--- config.mk ---
export PLATFORM = sky130hd
export DESIGN_NAME = eqy_miter_monitor_flat
export DESIGN_NICKNAME = d
export VERILOG_FILES = /design/src/rtl/eqy_miter_monitor_pkg.sv /design/src/rtl/eqy_miter_monitor_if.sv /design/src/rtl/eqy_miter_monitor_chan.sv /design/src/rtl/eqy_miter_monitor.sv /design/src/flat_wrapper.sv
export SDC_FILE = /design/constraint.sdc
export NUM_CORES = 1
export LEC_CHECK = 0
export BUFFER_PORTS_ARGS = -buffer_cell sky130_fd_sc_hd__clkbuf_2
export CELL_PAD_IN_SITES_DETAIL_PLACEMENT = 1
export CELL_PAD_IN_SITES_GLOBAL_PLACEMENT = 1
export CORE_AREA = 2 2 199 201
export DETAILED_ROUTE_END_ITERATION = 12
export DIE_AREA = 0 0 201 203
export PLACE_DENSITY = 0.75
export SETUP_SLACK_MARGIN = 0.4
export SYNTH_ARGS = -nofsm -noshare
export SYNTH_HDL_FRONTEND = slang
export SYNTH_SLANG_ARGS = --single-unit
--- constraint.sdc ---
create_clock -name clk -period 3.2 [get_ports clk]
set_input_delay 0.16 -clock clk [delete_from_list [all_inputs] [get_ports clk]]
set_output_delay 0.16 -clock clk [all_outputs]
set_load 0.005 [all_outputs]
--- src/rtl/eqy_miter_monitor_pkg.sv ---
// Shared types and helpers for the gold-vs-gate equivalence monitor.
// Holds the FSM state encoding and the saturating counter increment.
package eqy_mon_pkg;

  typedef enum logic [1:0] {
    IDLE   = 2'd0,
    SETTLE = 2'd1,
    CHECK  = 2'd2,
    HALT   = 2'd3
  } state_t;

  // Callers zero-extend their counter to 32 bits and pass their own all-ones limit.
  function automatic logic [31:0] sat_inc(input logic [31:0] cnt, input logic [31:0] max_val);
    return (cnt >= max_val) ? cnt : cnt + 32'd1;
  endfunction

endpackage

--- src/rtl/eqy_miter_monitor_if.sv ---
// Bundle of the monitor's control, sample and result signals.
// master drives controls and samples; slave is the monitor itself.
interface eqy_miter_monitor_if #(
  parameter int NUM_CH = 4,
  parameter int WIDTH  = 32,
  parameter int CNT_W  = 16
);
  localparam int CH_W = (NUM_CH > 1) ? $clog2(NUM_CH) : 1;

  logic                      enable;
  logic                      clear;
  logic [NUM_CH-1:0]         in_valid;
  logic [NUM_CH*WIDTH-1:0]   in_gold;
  logic [NUM_CH*WIDTH-1:0]   in_gate;
  logic [NUM_CH*WIDTH-1:0]   in_care;
  logic [NUM_CH-1:0]         fail_ch;
  logic                      fail_any;
  logic [CH_W-1:0]           first_ch;
  logic [WIDTH-1:0]          first_diff;
  logic [CNT_W-1:0]          first_cyc;
  logic [NUM_CH*CNT_W-1:0]   err_cnt;
  logic                      checking;

  modport master (
    output enable, clear, in_valid, in_gold, in_gate, in_care,
    input  fail_ch, fail_any, first_ch, first_diff, first_cyc, err_cnt, checking
  );

  modport slave (
    input  enable, clear, in_valid, in_gold, in_gate, in_care,
    output fail_ch, fail_any, first_ch, first_diff, first_cyc, err_cnt, checking
  );

endinterface

--- src/rtl/eqy_miter_monitor_chan.sv ---
// One compared channel: masked gold/gate XOR, sticky fail flag and
// saturating mismatch counter.
module eqy_mon_chan
  import eqy_mon_pkg::*;
#(
  parameter int WIDTH = 32,
  parameter int CNT_W = 16
) (
  input  logic             clk,
  input  logic             rst_n,
  input  logic             cmp_en_i,
  input  logic             clear_i,
  input  logic             valid_i,
  input  logic [WIDTH-1:0] gold_i,
  input  logic [WIDTH-1:0] gate_i,
  input  logic [WIDTH-1:0] care_i,
  output logic             mismatch_o,
  output logic [WIDTH-1:0] diff_o,
  output logic             fail_o,
  output logic [CNT_W-1:0] cnt_o
);

  localparam logic [31:0] CNT_MAX = 32'((64'd1 << CNT_W) - 64'd1);

  logic             fail_q, fail_d;
  logic [CNT_W-1:0] cnt_q, cnt_d;

  assign diff_o     = (gold_i ^ gate_i) & care_i;
  assign mismatch_o = cmp_en_i & valid_i & (|diff_o);

  // clear wins over a same-cycle mismatch, which is then dropped
  always_comb begin
    fail_d = fail_q;
    cnt_d  = cnt_q;
    if (clear_i) begin
      fail_d = 1'b0;
      cnt_d  = '0;
    end else if (mismatch_o) begin
      fail_d = 1'b1;
      cnt_d  = CNT_W'(sat_inc(32'(cnt_q), CNT_MAX));
    end
  end

  always_ff @(posedge clk or negedge rst_n) begin
    if (!rst_n) begin
      fail_q <= 1'b0;
      cnt_q  <= '0;
    end else begin
      fail_q <= fail_d;
      cnt_q  <= cnt_d;
    end
  end

  assign fail_o = fail_q;
  assign cnt_o  = cnt_q;

endmodule

--- src/rtl/eqy_miter_monitor.sv ---
// Clocked multi-channel gold-vs-gate equivalence monitor: settle window,
// per-channel sticky flags/counters, and first-failure capture.
//
//   state  | meaning
//   IDLE   | disarmed; results held
//   SETTLE | armed, waiting SETTLE_CYCLES before comparisons count
//   CHECK  | comparing every cycle, stamping checked cycles
//   HALT   | stopped after a mismatch (HALT_ON_FAIL); clear re-arms
module eqy_miter_monitor
  import eqy_mon_pkg::*;
#(
  parameter int NUM_CH        = 4,
  parameter int WIDTH         = 32,
  parameter int SETTLE_CYCLES = 2,
  parameter int CNT_W         = 16,
  parameter int HALT_ON_FAIL  = 0
) (
  input  logic               clk,
  input  logic               rst_n,
  eqy_miter_monitor_if.slave mon_if
);

  localparam int          CH_W        = (NUM_CH > 1) ? $clog2(NUM_CH) : 1;
  localparam int          SET_W       = (SETTLE_CYCLES > 1) ? $clog2(SETTLE_CYCLES) : 1;
  localparam logic [SET_W-1:0] SETTLE_LOAD = SET_W'((SETTLE_CYCLES > 0) ? SETTLE_CYCLES - 1 : 0);
  localparam logic [31:0] CNT_MAX     = 32'((64'd1 << CNT_W) - 64'd1);

  state_t             state_q, state_d;
  logic [SET_W-1:0]   settle_q, settle_d;
  logic [CNT_W-1:0]   cyc_q, cyc_d;
  logic               fail_any_q, fail_any_d;
  logic               cap_q, cap_d;
  logic [CH_W-1:0]    first_ch_q, first_ch_d;
  logic [WIDTH-1:0]   first_diff_q, first_diff_d;
  logic [CNT_W-1:0]   first_cyc_q, first_cyc_d;

  logic               cmp_en;
  logic [NUM_CH-1:0]  mis_w;
  logic [NUM_CH-1:0]  fail_w;
  logic [WIDTH-1:0]   diff_w [NUM_CH];
  logic [NUM_CH*CNT_W-1:0] err_w;
  logic               hit;
  logic [CH_W-1:0]    sel_ch;
  logic [WIDTH-1:0]   sel_diff;
  logic [CNT_W-1:0]   stamp;

  assign cmp_en = (state_q == CHECK) & mon_if.enable;

  for (genvar c = 0; c < NUM_CH; c++) begin : g_chan
    eqy_mon_chan #(
      .WIDTH (WIDTH),
      .CNT_W (CNT_W)
    ) u_chan (
      .clk        (clk),
      .rst_n      (rst_n),
      .cmp_en_i   (cmp_en),
      .clear_i    (mon_if.clear),
      .valid_i    (mon_if.in_valid[c]),
      .gold_i     (mon_if.in_gold[c*WIDTH +: WIDTH]),
      .gate_i     (mon_if.in_gate[c*WIDTH +: WIDTH]),
      .care_i     (mon_if.in_care[c*WIDTH +: WIDTH]),
      .mismatch_o (mis_w[c]),
      .diff_o     (diff_w[c]),
      .fail_o     (fail_w[c]),
      .cnt_o      (err_w[c*CNT_W +: CNT_W])
    );
  end

  always_comb begin
    state_d  = state_q;
    settle_d = settle_q;
    unique case (state_q)
      IDLE: begin
        if (mon_if.enable) begin
          if (SETTLE_CYCLES == 0) begin
            state_d = CHECK;
          end else begin
            state_d  = SETTLE;
            settle_d = SETTLE_LOAD;
          end
        end
      end
      SETTLE: begin
        if (settle_q == '0) state_d  = CHECK;
        else                settle_d = settle_q - 1'b1;
      end
      CHECK: begin
        if ((HALT_ON_FAIL != 0) && (|mis_w) && !mon_if.clear) state_d = HALT;
      end
      HALT: begin
        if (mon_if.clear) state_d = CHECK;
      end
    endcase
    if (!mon_if.enable) begin
      state_d  = IDLE;
      settle_d = '0;
    end
  end

  // Scan downwards so the lowest failing index is the one left selected
  always_comb begin
    hit      = 1'b0;
    sel_ch   = '0;
    sel_diff = '0;
    for (int c = NUM_CH - 1; c >= 0; c--) begin
      if (mis_w[c]) begin
        hit      = 1'b1;
        sel_ch   = CH_W'(c);
        sel_diff = diff_w[c];
      end
    end
  end

  assign stamp = CNT_W'(sat_inc(32'(cyc_q), CNT_MAX));

  always_comb begin
    cyc_d        = cyc_q;
    fail_any_d   = |fail_w;
    cap_d        = cap_q;
    first_ch_d   = first_ch_q;
    first_diff_d = first_diff_q;
    first_cyc_d  = first_cyc_q;
    if (mon_if.clear) begin
      cyc_d        = '0;
      fail_any_d   = 1'b0;
      cap_d        = 1'b0;
      first_ch_d   = '0;
      first_diff_d = '0;
      first_cyc_d  = '0;
    end else if (cmp_en) begin
      cyc_d = stamp;
      if (hit && !fail_any_q && !cap_q) begin
        cap_d        = 1'b1;
        first_ch_d   = sel_ch;
        first_diff_d = sel_diff;
        first_cyc_d  = stamp;
      end
    end
  end

  always_ff @(posedge clk or negedge rst_n) begin
    if (!rst_n) begin
      state_q      <= IDLE;
      settle_q     <= '0;
      cyc_q        <= '0;
      fail_any_q   <= 1'b0;
      cap_q        <= 1'b0;
      first_ch_q   <= '0;
      first_diff_q <= '0;
      first_cyc_q  <= '0;
    end else begin
      state_q      <= state_d;
      settle_q     <= settle_d;
      cyc_q        <= cyc_d;
      fail_any_q   <= fail_any_d;
      cap_q        <= cap_d;
      first_ch_q   <= first_ch_d;
      first_diff_q <= first_diff_d;
      first_cyc_q  <= first_cyc_d;
    end
  end

  assign mon_if.fail_ch    = fail_w;
  assign mon_if.fail_any   = fail_any_q;
  assign mon_if.first_ch   = first_ch_q;
  assign mon_if.first_diff = first_diff_q;
  assign mon_if.first_cyc  = first_cyc_q;
  assign mon_if.err_cnt    = err_w;
  assign mon_if.checking   = (state_q == CHECK);

endmodule

--- src/flat_wrapper.sv ---
// flat-port wrapper written by rule: the top's interface ports become plain ports
module eqy_miter_monitor_flat import eqy_mon_pkg::*;
#(
  parameter int NUM_CH        = 4,
  parameter int WIDTH         = 32,
  parameter int SETTLE_CYCLES = 2,
  parameter int CNT_W         = 16,
  parameter int HALT_ON_FAIL  = 0
)
  (clk, rst_n, mon_if_enable, mon_if_clear, mon_if_in_valid, mon_if_in_gold, mon_if_in_gate, mon_if_in_care, mon_if_fail_ch, mon_if_fail_any, mon_if_first_ch, mon_if_first_diff, mon_if_first_cyc, mon_if_err_cnt, mon_if_checking);
  eqy_miter_monitor_if #(.NUM_CH(NUM_CH), .WIDTH(WIDTH), .CNT_W(CNT_W)) mon_if_i ();
  input  logic clk;
  input  logic rst_n;
  input wire logic [$bits(mon_if_i.enable)-1:0] mon_if_enable;
  input wire logic [$bits(mon_if_i.clear)-1:0] mon_if_clear;
  input wire logic [$bits(mon_if_i.in_valid)-1:0] mon_if_in_valid;
  input wire logic [$bits(mon_if_i.in_gold)-1:0] mon_if_in_gold;
  input wire logic [$bits(mon_if_i.in_gate)-1:0] mon_if_in_gate;
  input wire logic [$bits(mon_if_i.in_care)-1:0] mon_if_in_care;
  output wire logic [$bits(mon_if_i.fail_ch)-1:0] mon_if_fail_ch;
  output wire logic [$bits(mon_if_i.fail_any)-1:0] mon_if_fail_any;
  output wire logic [$bits(mon_if_i.first_ch)-1:0] mon_if_first_ch;
  output wire logic [$bits(mon_if_i.first_diff)-1:0] mon_if_first_diff;
  output wire logic [$bits(mon_if_i.first_cyc)-1:0] mon_if_first_cyc;
  output wire logic [$bits(mon_if_i.err_cnt)-1:0] mon_if_err_cnt;
  output wire logic [$bits(mon_if_i.checking)-1:0] mon_if_checking;
  assign mon_if_i.enable = mon_if_enable;
  assign mon_if_i.clear = mon_if_clear;
  assign mon_if_i.in_valid = mon_if_in_valid;
  assign mon_if_i.in_gold = mon_if_in_gold;
  assign mon_if_i.in_gate = mon_if_in_gate;
  assign mon_if_i.in_care = mon_if_in_care;
  assign mon_if_fail_ch = mon_if_i.fail_ch;
  assign mon_if_fail_any = mon_if_i.fail_any;
  assign mon_if_first_ch = mon_if_i.first_ch;
  assign mon_if_first_diff = mon_if_i.first_diff;
  assign mon_if_first_cyc = mon_if_i.first_cyc;
  assign mon_if_err_cnt = mon_if_i.err_cnt;
  assign mon_if_checking = mon_if_i.checking;
  eqy_miter_monitor #(.NUM_CH(NUM_CH), .WIDTH(WIDTH), .SETTLE_CYCLES(SETTLE_CYCLES), .CNT_W(CNT_W), .HALT_ON_FAIL(HALT_ON_FAIL)) u_core (.clk(clk), .rst_n(rst_n), .mon_if(mon_if_i));
endmodule
**Yosys cells after proc, flatten, opt, wreduce, memory -nomap -nowiden**

Index checks and enable logic that the tools add are counted.
Widths: inputs -> output; s select.

- Register bits: 139
- Input bits: 392
- Logic and storage cells: 132

- Add/sub/neg operators: 6
- Magnitude comparators: 5
- Eq/ne operators: 11
- Muxes and demuxes: 55
- Bitwise gates (word level): 17
- Reduce and logical (&&, ||, !) cells: 22

Operator list:

| cell | count |
|---|---|
| $mux 16 | 18 |
| $mux 32 | 7 |
| $and 32x32->32 | 4 |
| $reduce_or 32->1 | 4 |
| $xor 32x32->32 | 4 |
| $add 16x1->16 const B | 5 |
| $ge 16x16->1 const B | 5 |
| $mux 2 | 10 |
| $mux 1 | 18 |
| $reduce_bool 2->1 | 6 |
| $reduce_and 2->1 | 5 |
| $and 1x1->1 | 9 |
| $ne 2x2->1 const B | 4 |
| $ne 3x3->1 const B | 2 |
| $pmux 2 s3 | 1 |
| $eq 2x2->1 const B | 2 |
| $ne 4x1->1 const B | 1 |
| $reduce_or 4->1 | 1 |
| $ne 3x1->1 const B | 1 |
| $reduce_and 3->1 | 1 |
| $eq 2x1->1 const B | 1 |
| $logic_and 1x1->1 | 2 |
| $logic_not 1->1 | 2 |
| $logic_not 2->1 | 1 |
| other kinds (2) | 2 |

**Depth between registers and ports, before layout**

Gate-level depths: netlist (run 1).

- Depth in word-level cells: 13
- Gate-level depth with buffers: 10

**Hierarchy**

A second synthesis (run 1) with hierarchy kept.

- Cells, all modules: 1263
- Area total of the unflattened synthesis: 10825.4 µm²

Modules (own cells, without submodules):

| module | times used | cells an instance | area an instance (µm²) |
|---|---|---|---|
| eqy_mon_chan | 4 | 195 | 1662.8 |
| eqy_miter_monitor | 1 | 483 | 4174.0 |

**Worst setup path after synthesis (run 1)**

OpenSTA, ideal clock, no wires.

- Path kind: register -> register
- From: register u_core.state_q[0]
- To: register u_core.first_diff_q[24], in the netlist u_core.mon_if.first_diff[24]
- Library setup time: 0.137 ns
- Arrival time: 2.167 ns
- Required time: 3.063 ns
- Path slack: 0.897 ns
- Stages on the path, launching flop included: 10
- Path buffers: 3
- Path through: dfrtp_1 and3b_1 buf_2 nand2_1 a41oi_1 clkbuf_1 clkbuf_1 o211ai_1 a211oi_1 nor3_2

- Word-level cells in the longest chain between the ends: 12
- Elaborated cells on any way between the ends: 26
- Classes of those cells: 1 x eq/ne; 11 x mux; 9 x bitwise; 5 x reduce/logical

Ends and longest elaborated chain:

| item | RTL line | source |
|---|---|---|
| start, declared | eqy_miter_monitor.sv:28 | `state_t state_q, state_d;` |
| start signal, assigned | eqy_miter_monitor.sv:152 | `state_q <= state_d;` |
| $eq 2x2->1 * | eqy_miter_monitor.sv:47 | `assign cmp_en = (state_q == CHECK) & mon_if.enable;` |
| $and 1x1->1 * | eqy_miter_monitor.sv:47 |  |
| $and 1x1->1 (2 in a row) | eqy_miter_monitor_chan.sv:29 | `assign mismatch_o = cmp_en_i & valid_i & (\|diff_o);` |
| $mux 1 (4 in a row) | eqy_miter_monitor.sv:106 | `if (mis_w[c]) begin` |
| $logic_and 1x1->1 (2 in a row) | eqy_miter_monitor.sv:132 | `if (hit && !fail_any_q && !cap_q) begin` |
| $reduce_bool 2->1 (no line) | n/a |  |
| $reduce_and 2->1 (no line) | n/a |  |
| end signal, assigned | eqy_miter_monitor.sv:158 | `first_diff_q <= first_diff_d;` |
| end, declared | eqy_miter_monitor.sv:34 | `logic [WIDTH-1:0] first_diff_q, first_diff_d;` |

Every way passes the cells marked *; elsewhere a longest branch is shown, timed or not. The select of a mux whose other input is x is not followed.
A chain may end at the register's enable or synchronous reset.

**Worst setup path after layout (run 1)**

- From: register u_core.g_chan[2].u_chan.cnt_q[3]
- To: register u_core.g_chan[2].u_chan.cnt_q[13]

- Word-level cells in the longest chain between the ends: 4
- Elaborated cells on any way between the ends: 7
- Classes of those cells: 1 x add/sub; 1 x order compare; 1 x eq/ne; 3 x mux; 1 x reduce/logical

Ends and longest elaborated chain:

| item | RTL line | source |
|---|---|---|
| start, declared | eqy_miter_monitor_chan.sv:26 | `logic [CNT_W-1:0] cnt_q, cnt_d;` |
| start signal, assigned | eqy_miter_monitor_chan.sv:50 | `cnt_q <= cnt_d;` |
| $add 16x1->16 | eqy_miter_monitor_pkg.sv:14 | `return (cnt >= max_val) ? cnt : cnt + 32'd1;` |
| $mux 16 | eqy_miter_monitor_pkg.sv:14 |  |
| $mux 16 | eqy_miter_monitor_chan.sv:38 | `end else if (mismatch_o) begin` |
| $mux 16 | eqy_miter_monitor_chan.sv:35 | `if (clear_i) begin` |

Several ways; a longest one is shown, not always the timed one. The select of a mux whose other input is x is not followed.

==> impl_metrics.env, run 1 <==
export IMPL_syn_area_mm2=0.00969
export IMPL_reg2regPathDepth=9
export IMPL_synth_cells=1174
export IMPL_critPathLaunchType="register"
export IMPL_critPathMaxFanout=13
export IMPL_antenna_found_initial=21
export IMPL_wl_mm=57.5
export IMPL_worst_ep_arrival_time_ps=2940
export IMPL_area_growth_pct=41.2
export IMPL_pre_cts_ws_ps=65.4
export IMPL_synth_largest_area_cell="dfrtp_1"
export IMPL_ys_top_cells_by_area="dfrtp_1 36%, xor2_1 15%, nor2_1 7.6%, nand3_1 4.6%, nand2_1 3.5%"
export IMPL_synthFlopType="dfrtp_1"
export IMPL_grt_pass1_wl_mm=82.7
export IMPL_rows=72
export IMPL_initial_core_util=0.252
export IMPL_hold_viol_final=0
export IMPL_setup_viol=0
export IMPL_whs_path_depth=3
export IMPL_finalSetupTns_ps=0
export IMPL_postSynthAreaPerCell_um2=8.25
export IMPL_wl_per_cell_um=26.0
export IMPL_synth_edf_count=0
export IMPL_cap_violations=0
export IMPL_viasPerCell=5.12
export IMPL_cts_inserted_buffers=17
export IMPL_final_core_util=0.356
export IMPL_grt_pass1_vias=11900
export IMPL_setup_ws_ps=572
export IMPL_finalCritPeriodShare=0.821
export IMPL_synth_seq_cells=139
export IMPL_cts_buffer_depth=2
export IMPL_irDropWorstVdd_v=0.000353
export IMPL_drcViolationCount=0
export IMPL_grt_max_degree=91
export IMPL_cp_end_kind="register"
export IMPL_grt_ovfl_total=0
export IMPL_critical_path_required_ps=3520
export IMPL_yosys_warnings=0
export IMPL_gp_congestion=1.03
export IMPL_relSlewSlack=0.448
export IMPL_dieWidth_um=201
export IMPL_seq_area_frac_synth=0.359
export IMPL_hold_class="in2reg"
export IMPL_clock_skew_final_ps=13.3
export IMPL_worstHoldStart="mon_if_in_care[8]"
export IMPL_io_pins=512
export IMPL_portBuffers=511
export IMPL_clk_latency_ps=440
export IMPL_rsz0062_at_grt="true"
export IMPL_r2r_end="u_core.g_chan[2].u_chan.cnt_o[13]$_DFFE_PN0P_"
export IMPL_ant_nets=0
export IMPL_period_needed_ps=2630
export IMPL_coreArea_mm2=0.0385
export IMPL_die_h_um=203
export IMPL_htree_levels=4
export IMPL_holdPathEnd="u_core.mon_if.first_diff[8]$_DFFE_PN0P_"
export IMPL_first_iter_violations=694
export IMPL_syn_num_nets=1571
export IMPL_worstMarginPinSlew_ps=828
export IMPL_r2r_start="u_core.g_chan[2].u_chan.cnt_o[3]$_DFFE_PN0P_"
export IMPL_grt_use_total=0.279
export IMPL_drive_gt1_frac=0.352
export IMPL_power_leakage_nw=6.51
export IMPL_vias=11300
export IMPL_clock_root_buffer="clkbuf_16"
export IMPL_powerDensity_mw_per_mm2=355
export IMPL_synth_top_cell_area_share=0.359
export IMPL_clock_sinks=139
export IMPL_final_nets=2066
export IMPL_synth_distinct_cells=49
export IMPL_synthArstFlopShare=1.00
export IMPL_final_max_slew_violation_count=0
export IMPL_dieArea_mm2=0.0408
export IMPL_criticalPathCategory="reg2reg"
export IMPL_status="complete, no violations"
export IMPL_clock_fmax_mhz=381
export IMPL_dp_final_hpwl_mm=48.1
export IMPL_clk_pin_slew_ps=70
export IMPL_rrSetupSlack_ps=570
export IMPL_firstDrtPassIters=5
export IMPL_cts_tree="yes"
[metrics by stage]
step | power [mW] | instance area (µm²) | hold slack [ps] | instances
floorplan | 2.20 | 9690 | -136 | 1174
CTS | 4.90 | 13600 | 124 | 2200
global placement | 2.78 | 13000 | 166 | 2163
detailed placement | 2.79 | 13000 | 175 | 2163
finish | 4.85 | 13700 | 138 | 2213
global route | 5.05 | 13700 | 167 | 2210
[flip-flops by register name, summed over array words and instances, names as in the netlist]
| name | cells |
|---|---|
| u_core.mon_if.first_ch | 2 |
| u_core.cyc_q | 16 |
| u_core.mon_if.first_diff | 32 |
| u_core.g_chan.u_chan.cnt_o | 64 |
| u_core.state_q | 2 |
| u_core.mon_if.fail_any | 1 |
| u_core.mon_if.first_cyc | 16 |
| u_core.settle_q | 1 |
| u_core.cap_q | 1 |
| u_core.g_chan.u_chan.fail_o | 4 |
[report_power, final]
group          total (mW)  internal [mW]  switching, mW
Sequential           1.80           1.78         0.0205
Combinational       0.972          0.380          0.592
Clock                2.08           1.20          0.884
Total                4.85           3.36           1.50
[worst max-delay path by stage]
stage / depth (start not counted) / slack (ps) / startpoint / to
4_1_cts: 9 / 410 / u_core.g_chan[2].u_chan.cnt_o[3]$_DFFE_PN0P_ / u_core.g_chan[2].u_chan.cnt_o[13]$_DFFE_PN0P_
6_report: 9 / 570 / u_core.g_chan[2].u_chan.cnt_o[3]$_DFFE_PN0P_ / u_core.g_chan[2].u_chan.cnt_o[13]$_DFFE_PN0P_
5_1_grt: 9 / 330 / u_core.g_chan[2].u_chan.cnt_o[3]$_DFFE_PN0P_ / u_core.g_chan[2].u_chan.cnt_o[13]$_DFFE_PN0P_
3_5_place_dp: 10 / 70 / mon_if_in_gate[96] / u_core.mon_if.first_diff[8]$_DFFE_PN0P_
2_1_floorplan: 9 / 900 / u_core.state_q[0]$_DFFE_PN0P_ / u_core.mon_if.first_diff[24]$_DFFE_PN0P_
3_3_place_gp: 10 / 180 / mon_if_in_gate[96] / u_core.mon_if.first_diff[8]$_DFFE_PN0P_
[routing by layer]
layer  vias up  GRT usage  part of all wire
met1      5624      0.335              0.40
met2       467      0.489              0.50
met3        85     0.0551             0.060
met5         -          0           0.00063
li1       5150          -                 -
met4         6      0.110             0.037
[worst max-delay path, stage by stage, from the launching register on]
cell,delay [ps]
dfrtp_1,420
and2_1,190
and3_1,210
nand3_1,310
nor3_4,360
inv_1,170
a21oi_1,270
buf_4,240
nor3b_1,70
mux2_2,270
[synthesized netlist by cell type (all sizes together), types with 4 or more instances]
master,n
nand4,31
and2,9
ha,5
dfrtp,139
xor2,162
a22o,4
nor3,47
buf,15
nor4b,5
and3,18
mux2i,8
a22oi,43
nor4,10
and4,6
nor3b,6
or4,6
o211ai,33
a21oi,55
inv,13
o31ai,7
clkbuf,54
xnor2,36
nand3,90
or3,5
o21ai,9
nand2,90
a211oi,44
nor2,197
[timing repair]
item                       in CTS  in global routing
setup endpoints to repair       4                 15
buffers inserted                3                  0
hold endpoints to repair       52                  0
hold buffers                    2                  0
resized for setup               0                  4
[cell families after synthesis]
group           after synthesis  synth area share
simple gates                529             0.257
compound gates              210             0.152
xor+xnor                    198             0.179
flops                       139             0.359
buf+inv                      82            0.0354
mux                          11            0.0117
fa+ha+maj                     5           0.00646
[cell usage in the layout (no fill, tap or decap), drive strengths merged, types with 7 or more instances in the layout]
| master | synthesis | layout |
|---|---|---|
| o211ai | 33 | 33 |
| and3 | 18 | 18 |
| nand3 | 90 | 90 |
| nor2 | 197 | 197 |
| nor4 | 10 | 10 |
| mux2i | 8 | 8 |
| and2 | 9 | 9 |
| nand4 | 31 | 31 |
| o31ai | 7 | 7 |
| o21ai | 9 | 9 |
| diode | 0 | 13 |
| buf | 15 | 34 |
| a22oi | 43 | 43 |
| clkbuf | 54 | 529 |
| a211oi | 44 | 44 |
| inv | 13 | 16 |
| nand2 | 90 | 90 |
| xor2 | 162 | 162 |
| nor3 | 47 | 47 |
| dfrtp | 139 | 139 |
| xnor2 | 36 | 36 |
| a21oi | 55 | 55 |
[cell type report]
class / instances / area [µm²]
antenna: 13 / 32.5
clock buffer: 20 / 457
clock inverter: 12 / 138
fill: 4778 / 24800
inverter: 13 / 48.8
multi-input combinational: 953 / 5960
sequential: 139 / 3480
tap: 518 / 648
timing repair buffer: 545 / 2910
(Power assumes the default switching activity.)
==> run 2, diff against run 1 <==
Settings changed: CORE_AREA 2 2 199 201 to 2 2 197 199, DIE_AREA 0 0 201 203 to 0 0 199 201, PLACE_DENSITY 0.75 to 0.79.
Clock period 3.2 ns to 2.4 ns, I/O delays scaled along.
==> run 2 against run 1 <==
  * Sequential power is 33% higher
  * Sequential share of layout area is 3.2 points lower
  * Combinational power is 59% higher
  * Flip-flop and latch count stayed put
  * Clock-buffer cell count stayed put
  * Total power is 36% higher
  * Utilization is 5.5 points higher
  * Setup slack worse by 570 ps
  * Wire length is 5.3% higher
  * Register-to-register slack worse by 440 ps
  * Final cell count is 5.5% higher
  * Critical path type is now in2reg
==> impl_metrics.env, run 2 (synthesized netlist as in run 1, its figures left out) <==
export IMPL_setup_ws_ps=4.93
export IMPL_drcViolationCount=0
export IMPL_hold_viol_final=0
export IMPL_htree_levels=4
export IMPL_largest_reg_flops=64
export IMPL_clock_root_buffer="clkbuf_16"
export IMPL_grt_pass1_vias=12300
export IMPL_grt_use_total=0.285
export IMPL_grt_pass1_wl_mm=82.4
export IMPL_rows=72
export IMPL_antenna_found_initial=28
export IMPL_relSlewSlack=0.562
export IMPL_dp_final_hpwl_mm=47.7
export IMPL_fin_area_mm2=0.0157
export IMPL_clock_sinks=139
export IMPL_gp_congestion=0.946
export IMPL_portBuffers=511
export IMPL_power_leakage_nw=7.31
export IMPL_dieWidth_um=199
export IMPL_worstMarginPinSlew_ps=654
export IMPL_cp_end_kind="register"
export IMPL_cap_violations=0
export IMPL_multi_input_area_mm2=0.00665
export IMPL_worst_ep_arrival_time_ps=2720
export IMPL_clock_fmax_mhz=418
export IMPL_layout_commonest_cell="clkbuf_2"
export IMPL_viasPerCell=5.10
export IMPL_period_needed_ps=2400
export IMPL_critPathLaunchType="input port"
export IMPL_first_iter_violations=646
export IMPL_drive_gt1_frac=0.452
export IMPL_register_area_mm2=0.00348
export IMPL_dpl_instance_area_mm2=0.0135
export IMPL_grt_ovfl_total=0
export IMPL_final_core_util=0.411
export IMPL_critical_path_required_ps=2730
export IMPL_clk_latency_ps=430
export IMPL_clk_pin_slew_ps=60
export IMPL_cts_tree="yes"
export IMPL_coreArea_mm2=0.0381
export IMPL_area_growth_pct=61.5
export IMPL_irDropWorstVdd_v=0.000462
export IMPL_status="complete, no violations"
export IMPL_clock_skew_final_ps=15.4
export IMPL_critPathMaxFanout=8
export IMPL_wl_mm=60.6
export IMPL_finalSetupTns_ps=0
export IMPL_grt_max_degree=102
export IMPL_criticalPathCategory="in2reg"
export IMPL_initial_core_util=0.254
export IMPL_cts_inserted_buffers=17
export IMPL_dieArea_mm2=0.0400
export IMPL_hold_class="in2reg"
export IMPL_placedCellCount=2222
export IMPL_fin_cells=2334
export IMPL_layout_common_cells="507 x clkbuf_2, 191 x nor2_1, 158 x xor2_1, 136 x dfrtp_1, 99 x buf_4"
export IMPL_whs_ps=63.7
export IMPL_pre_cts_ws_ps=-829
export IMPL_ant_nets=0
export IMPL_power_total_mw=6.62
export IMPL_final_max_slew_violation_count=0
export IMPL_fillers=4633
export IMPL_io_pins=512
export IMPL_finalCritPeriodShare=0.998
export IMPL_vias=11900
export IMPL_wl_per_cell_um=25.9
export IMPL_powerDensity_mw_per_mm2=423
export IMPL_die_h_um=201
export IMPL_final_nets=2184
export IMPL_cts_buffer_depth=2
export IMPL_setup_viol=0
export IMPL_rsz0062_at_grt="true"
export IMPL_firstDrtPassIters=7
==> run 2: final timing paths <==
kind / startpoint / slack [ps] / end / cells past startpoint
worst min register to register: u_core.mon_if.first_ch[0]$_DFFE_PN0P_ / 540 / u_core.mon_if.first_ch[0]$_DFFE_PN0P_ / 2
worst max-delay path: mon_if_in_gate[20] / 5 / u_core.mon_if.first_diff[8]$_DFFE_PN0P_ / 12
worst max register to register: u_core.state_q[0]$_DFFE_PN0P_ / 130 / u_core.mon_if.first_diff[12]$_DFFE_PN0P_ / 10
min in group asynchronous: rst_n / 230 / u_core.g_chan[0].u_chan.cnt_o[5]$_DFFE_PN0P_ / 2
max in group asynchronous: rst_n / 1300 / u_core.g_chan[2].u_chan.cnt_o[9]$_DFFE_PN0P_ / 3
worst min-delay path: mon_if_in_care[8] / 60 / u_core.mon_if.first_diff[8]$_DFFE_PN0P_ / 3
==> run 2: layout make-up <==
class | instances | area share
multi-input cells | 953 | 0.425
repair buffers | 663 | 0.268
flip-flops and latches | 139 | 0.222
well taps | 518 | 0.0414
clock buffers | 20 | 0.0298
clock inverters | 11 | 0.00679
inverters | 13 | 0.00344
diodes | 17 | 0.00272
==> run 2: critical path: stages <==
cell and delay (ps):
buf_8 100, xor2_4 180, a22oi_2 420, nand3_2 150, nor4_4 440, buf_4 210, a31oi_4 100, o41ai_4 320
buf_6 220, buf_8 150, a31oi_1 50, a211oi_1 250
==> run 2: metal layers <==
metal | share of wire | GRT usage | routed length (µm) | vias to the layer above
met1 | 0.41 | 0.343 | 24500 | 5946
met2 | 0.50 | 0.492 | 30200 | 458
met3 | 0.055 | 0.0496 | 3310 | 103
met5 | 0.000050 | 0 | 3 | -
met4 | 0.041 | 0.131 | 2510 | 2
li1 | - | - | - | 5389
==> run 2: repair_timing <==
item	in CTS	in global routing
buffers inserted	15	31
pin swaps	44	67
hold endpoints to repair	56	0
resized for setup	69	112
gates cloned	3	12
hold buffers	3	0
setup endpoints to repair	122	120
==> run 2: power by group <==
group / switching (mW) / internal [mW] / leakage (nW)
logic: 0.868 / 0.682 / 5.10
clock network: 1.16 / 1.52 / 0.276
registers: 0.0238 / 2.37 / 1.93
total: 2.05 / 4.57 / 7.31
==> run 3, diff against run 2 <==
Settings changed: SETUP_SLACK_MARGIN 0.4 to default.
==> run 3 against run 2 <==
  * Maximum frequency up 0.37%
  * Register-to-register slack got worse by 90 ps
  * Flip-flop and latch count is the same
  * Largest power group unchanged
==> impl_metrics.env, run 3 (synthesized netlist as in run 1, its figures left out) <==
export IMPL_multi_input_area_mm2=0.00605
export IMPL_grt_pass1_vias=12100
export IMPL_wl_mm=58.3
export IMPL_powerDensity_mw_per_mm2=466
export IMPL_criticalPathCategory="in2reg"
export IMPL_register_area_mm2=0.00348
export IMPL_initial_core_util=0.254
export IMPL_worstMarginPinSlew_ps=728
export IMPL_hold_viol_final=0
export IMPL_gp_congestion=0.971
export IMPL_antenna_found_initial=29
export IMPL_finalSetupTns_ps=0
export IMPL_clk_pin_slew_ps=70
export IMPL_drive_gt1_frac=0.395
export IMPL_status="complete, no violations"
export IMPL_io_pins=512
export IMPL_ant_nets=0
export IMPL_crit_end="u_core.mon_if.first_cyc[13]$_DFFE_PN0P_"
export IMPL_cts_buffer_depth=2
export IMPL_clock_sinks=139
export IMPL_dieArea_mm2=0.0400
export IMPL_irDropWorstVdd_v=0.000471
export IMPL_die_h_um=201
export IMPL_finalCritPeriodShare=0.994
export IMPL_fillers=4695
export IMPL_area_growth_pct=51.4
export IMPL_hold_class="in2reg"
export IMPL_wl_per_cell_um=25.3
export IMPL_layout_common_cells="509 x clkbuf_2, 196 x nor2_1, 161 x xor2_1, 139 x dfrtp_1, 102 x buf_4"
export IMPL_cts_tree="yes"
export IMPL_htree_levels=4
export IMPL_cp_end_kind="register"
export IMPL_grt_use_total=0.282
export IMPL_setup_viol=0
export IMPL_drcViolationCount=0
export IMPL_grt_pass1_wl_mm=81.3
export IMPL_setup_ws_ps=13.8
export IMPL_reg2regPathDepth=8
export IMPL_cap_violations=0
export IMPL_period_needed_ps=2390
export IMPL_first_iter_violations=761
export IMPL_vias=11700
export IMPL_worst_ep_arrival_time_ps=2710
export IMPL_clock_root_buffer="clkbuf_16"
export IMPL_r2r_start="u_core.state_q[0]$_DFFE_PN0P_"
export IMPL_final_max_slew_violation_count=0
export IMPL_clk_latency_ps=430
export IMPL_clock_fmax_mhz=419
export IMPL_coreArea_mm2=0.0381
export IMPL_pre_cts_ws_ps=-765
export IMPL_clock_skew_final_ps=14.3
export IMPL_layout_commonest_cell="clkbuf_2"
export IMPL_firstDrtPassIters=5
export IMPL_dp_final_hpwl_mm=47.9
export IMPL_largest_reg_flops=64
export IMPL_dpl_instance_area_mm2=0.0136
export IMPL_cts_inserted_buffers=17
export IMPL_rows=72
export IMPL_cp_startpoint="mon_if_in_gate[47]"
export IMPL_r2r_end="u_core.g_chan[1].u_chan.cnt_o[13]$_DFFE_PN0P_"
export IMPL_power_leakage_nw=7.02
export IMPL_viasPerCell=5.09
export IMPL_dieWidth_um=199
export IMPL_rrSetupSlack_ps=40
export IMPL_fin_area_mm2=0.0147
export IMPL_portBuffers=511
export IMPL_critPathMaxFanout=13
export IMPL_final_nets=2155
export IMPL_grt_max_degree=68
export IMPL_critical_path_required_ps=2720
export IMPL_relSlewSlack=0.515
export IMPL_critPathLaunchType="input port"
export IMPL_worstHoldStart="mon_if_in_care[8]"
export IMPL_rsz0062_at_grt="true"
export IMPL_grt_ovfl_total=0
run 3: timing repair:
item / 4_1_cts / 5_1_grt
gates resized for setup: 7 / 18
hold endpoints to repair: 67 / 0
cloned: 0 / 5
pin swaps: 0 / 10
setup buffers: 3 / 12
endpoints found under the setup margin: 83 / 45
hold buffers: 2 / 0
run 3: per-layer routing:
metal | global-route usage | routed length [µm]
met1 | 0.330 | 22900
met2 | 0.476 | 28500
met3 | 0.0726 | 4280
met4 | 0.136 | 2520
met5 | 0 | 41
run 3: how the worst min path moves through the flow:
stage | to | slack [ps] | cells after the start
final | u_core.mon_if.first_diff[8]$_DFFE_PN0P_ | 50 | 3
after global routing | u_core.mon_if.first_diff[8]$_DFFE_PN0P_ | 20 | 3
after CTS | u_core.mon_if.first_diff[8]$_DFFE_PN0P_ | 20 | 3
after detailed placement | u_core.g_chan[0].u_chan.cnt_o[2]$_DFFE_PN0P_ | 200 | 1
after global placement | u_core.g_chan[0].u_chan.cnt_o[2]$_DFFE_PN0P_ | 190 | 1
after floorplan | u_core.cap_q$_DFFE_PN0P_ | -180 | 0
run 3: area by class of cell:
class                   instances  share of cell area
diodes                         18             0.00307
multi-input cells             953               0.413
clock buffers                  19              0.0302
repair buffers                634               0.256
clock inverters                13              0.0139
well taps                     518              0.0442
flip-flops and latches        139               0.237
inverters                      13             0.00333
run 3: critical path, cell delays in order:
cell and delay, ps:
clkbuf_2 100, xor2_1 180, a22oi_2 230, buf_4 160, nand4_1 180, buf_4 200, o41ai_4 420, buf_4 220
a41oi_4 130, buf_12 170, buf_4 140, clkbuf_16 170, a311oi_1 260
run 3: report_power, final:
| group | internal, mW | leakage (nW) | switching, mW | total [mW] |
|---|---|---|---|---|
| combinational | 0.623 | 4.77 | 0.821 | 1.44 |
| clock | 1.80 | 0.311 | 1.20 | 3.01 |
| sequential | 2.37 | 1.94 | 0.0249 | 2.39 |
run 3: through the flow:
| stage | power [mW] | cells | util | hold WS (ps) |
|---|---|---|---|---|
| floorplan | 2.93 | 1174 | - | -176 |
| global placement | 3.81 | 2235 | 0.357 | 193 |
| detailed placement | 3.83 | 2235 | 0.357 | 203 |
| CTS | 6.88 | 2272 | 0.376 | 19.6 |
| global route | 7.11 | 2303 | 0.385 | 24.2 |
| finish | 6.84 | 2307 | 0.385 | 51.5 |
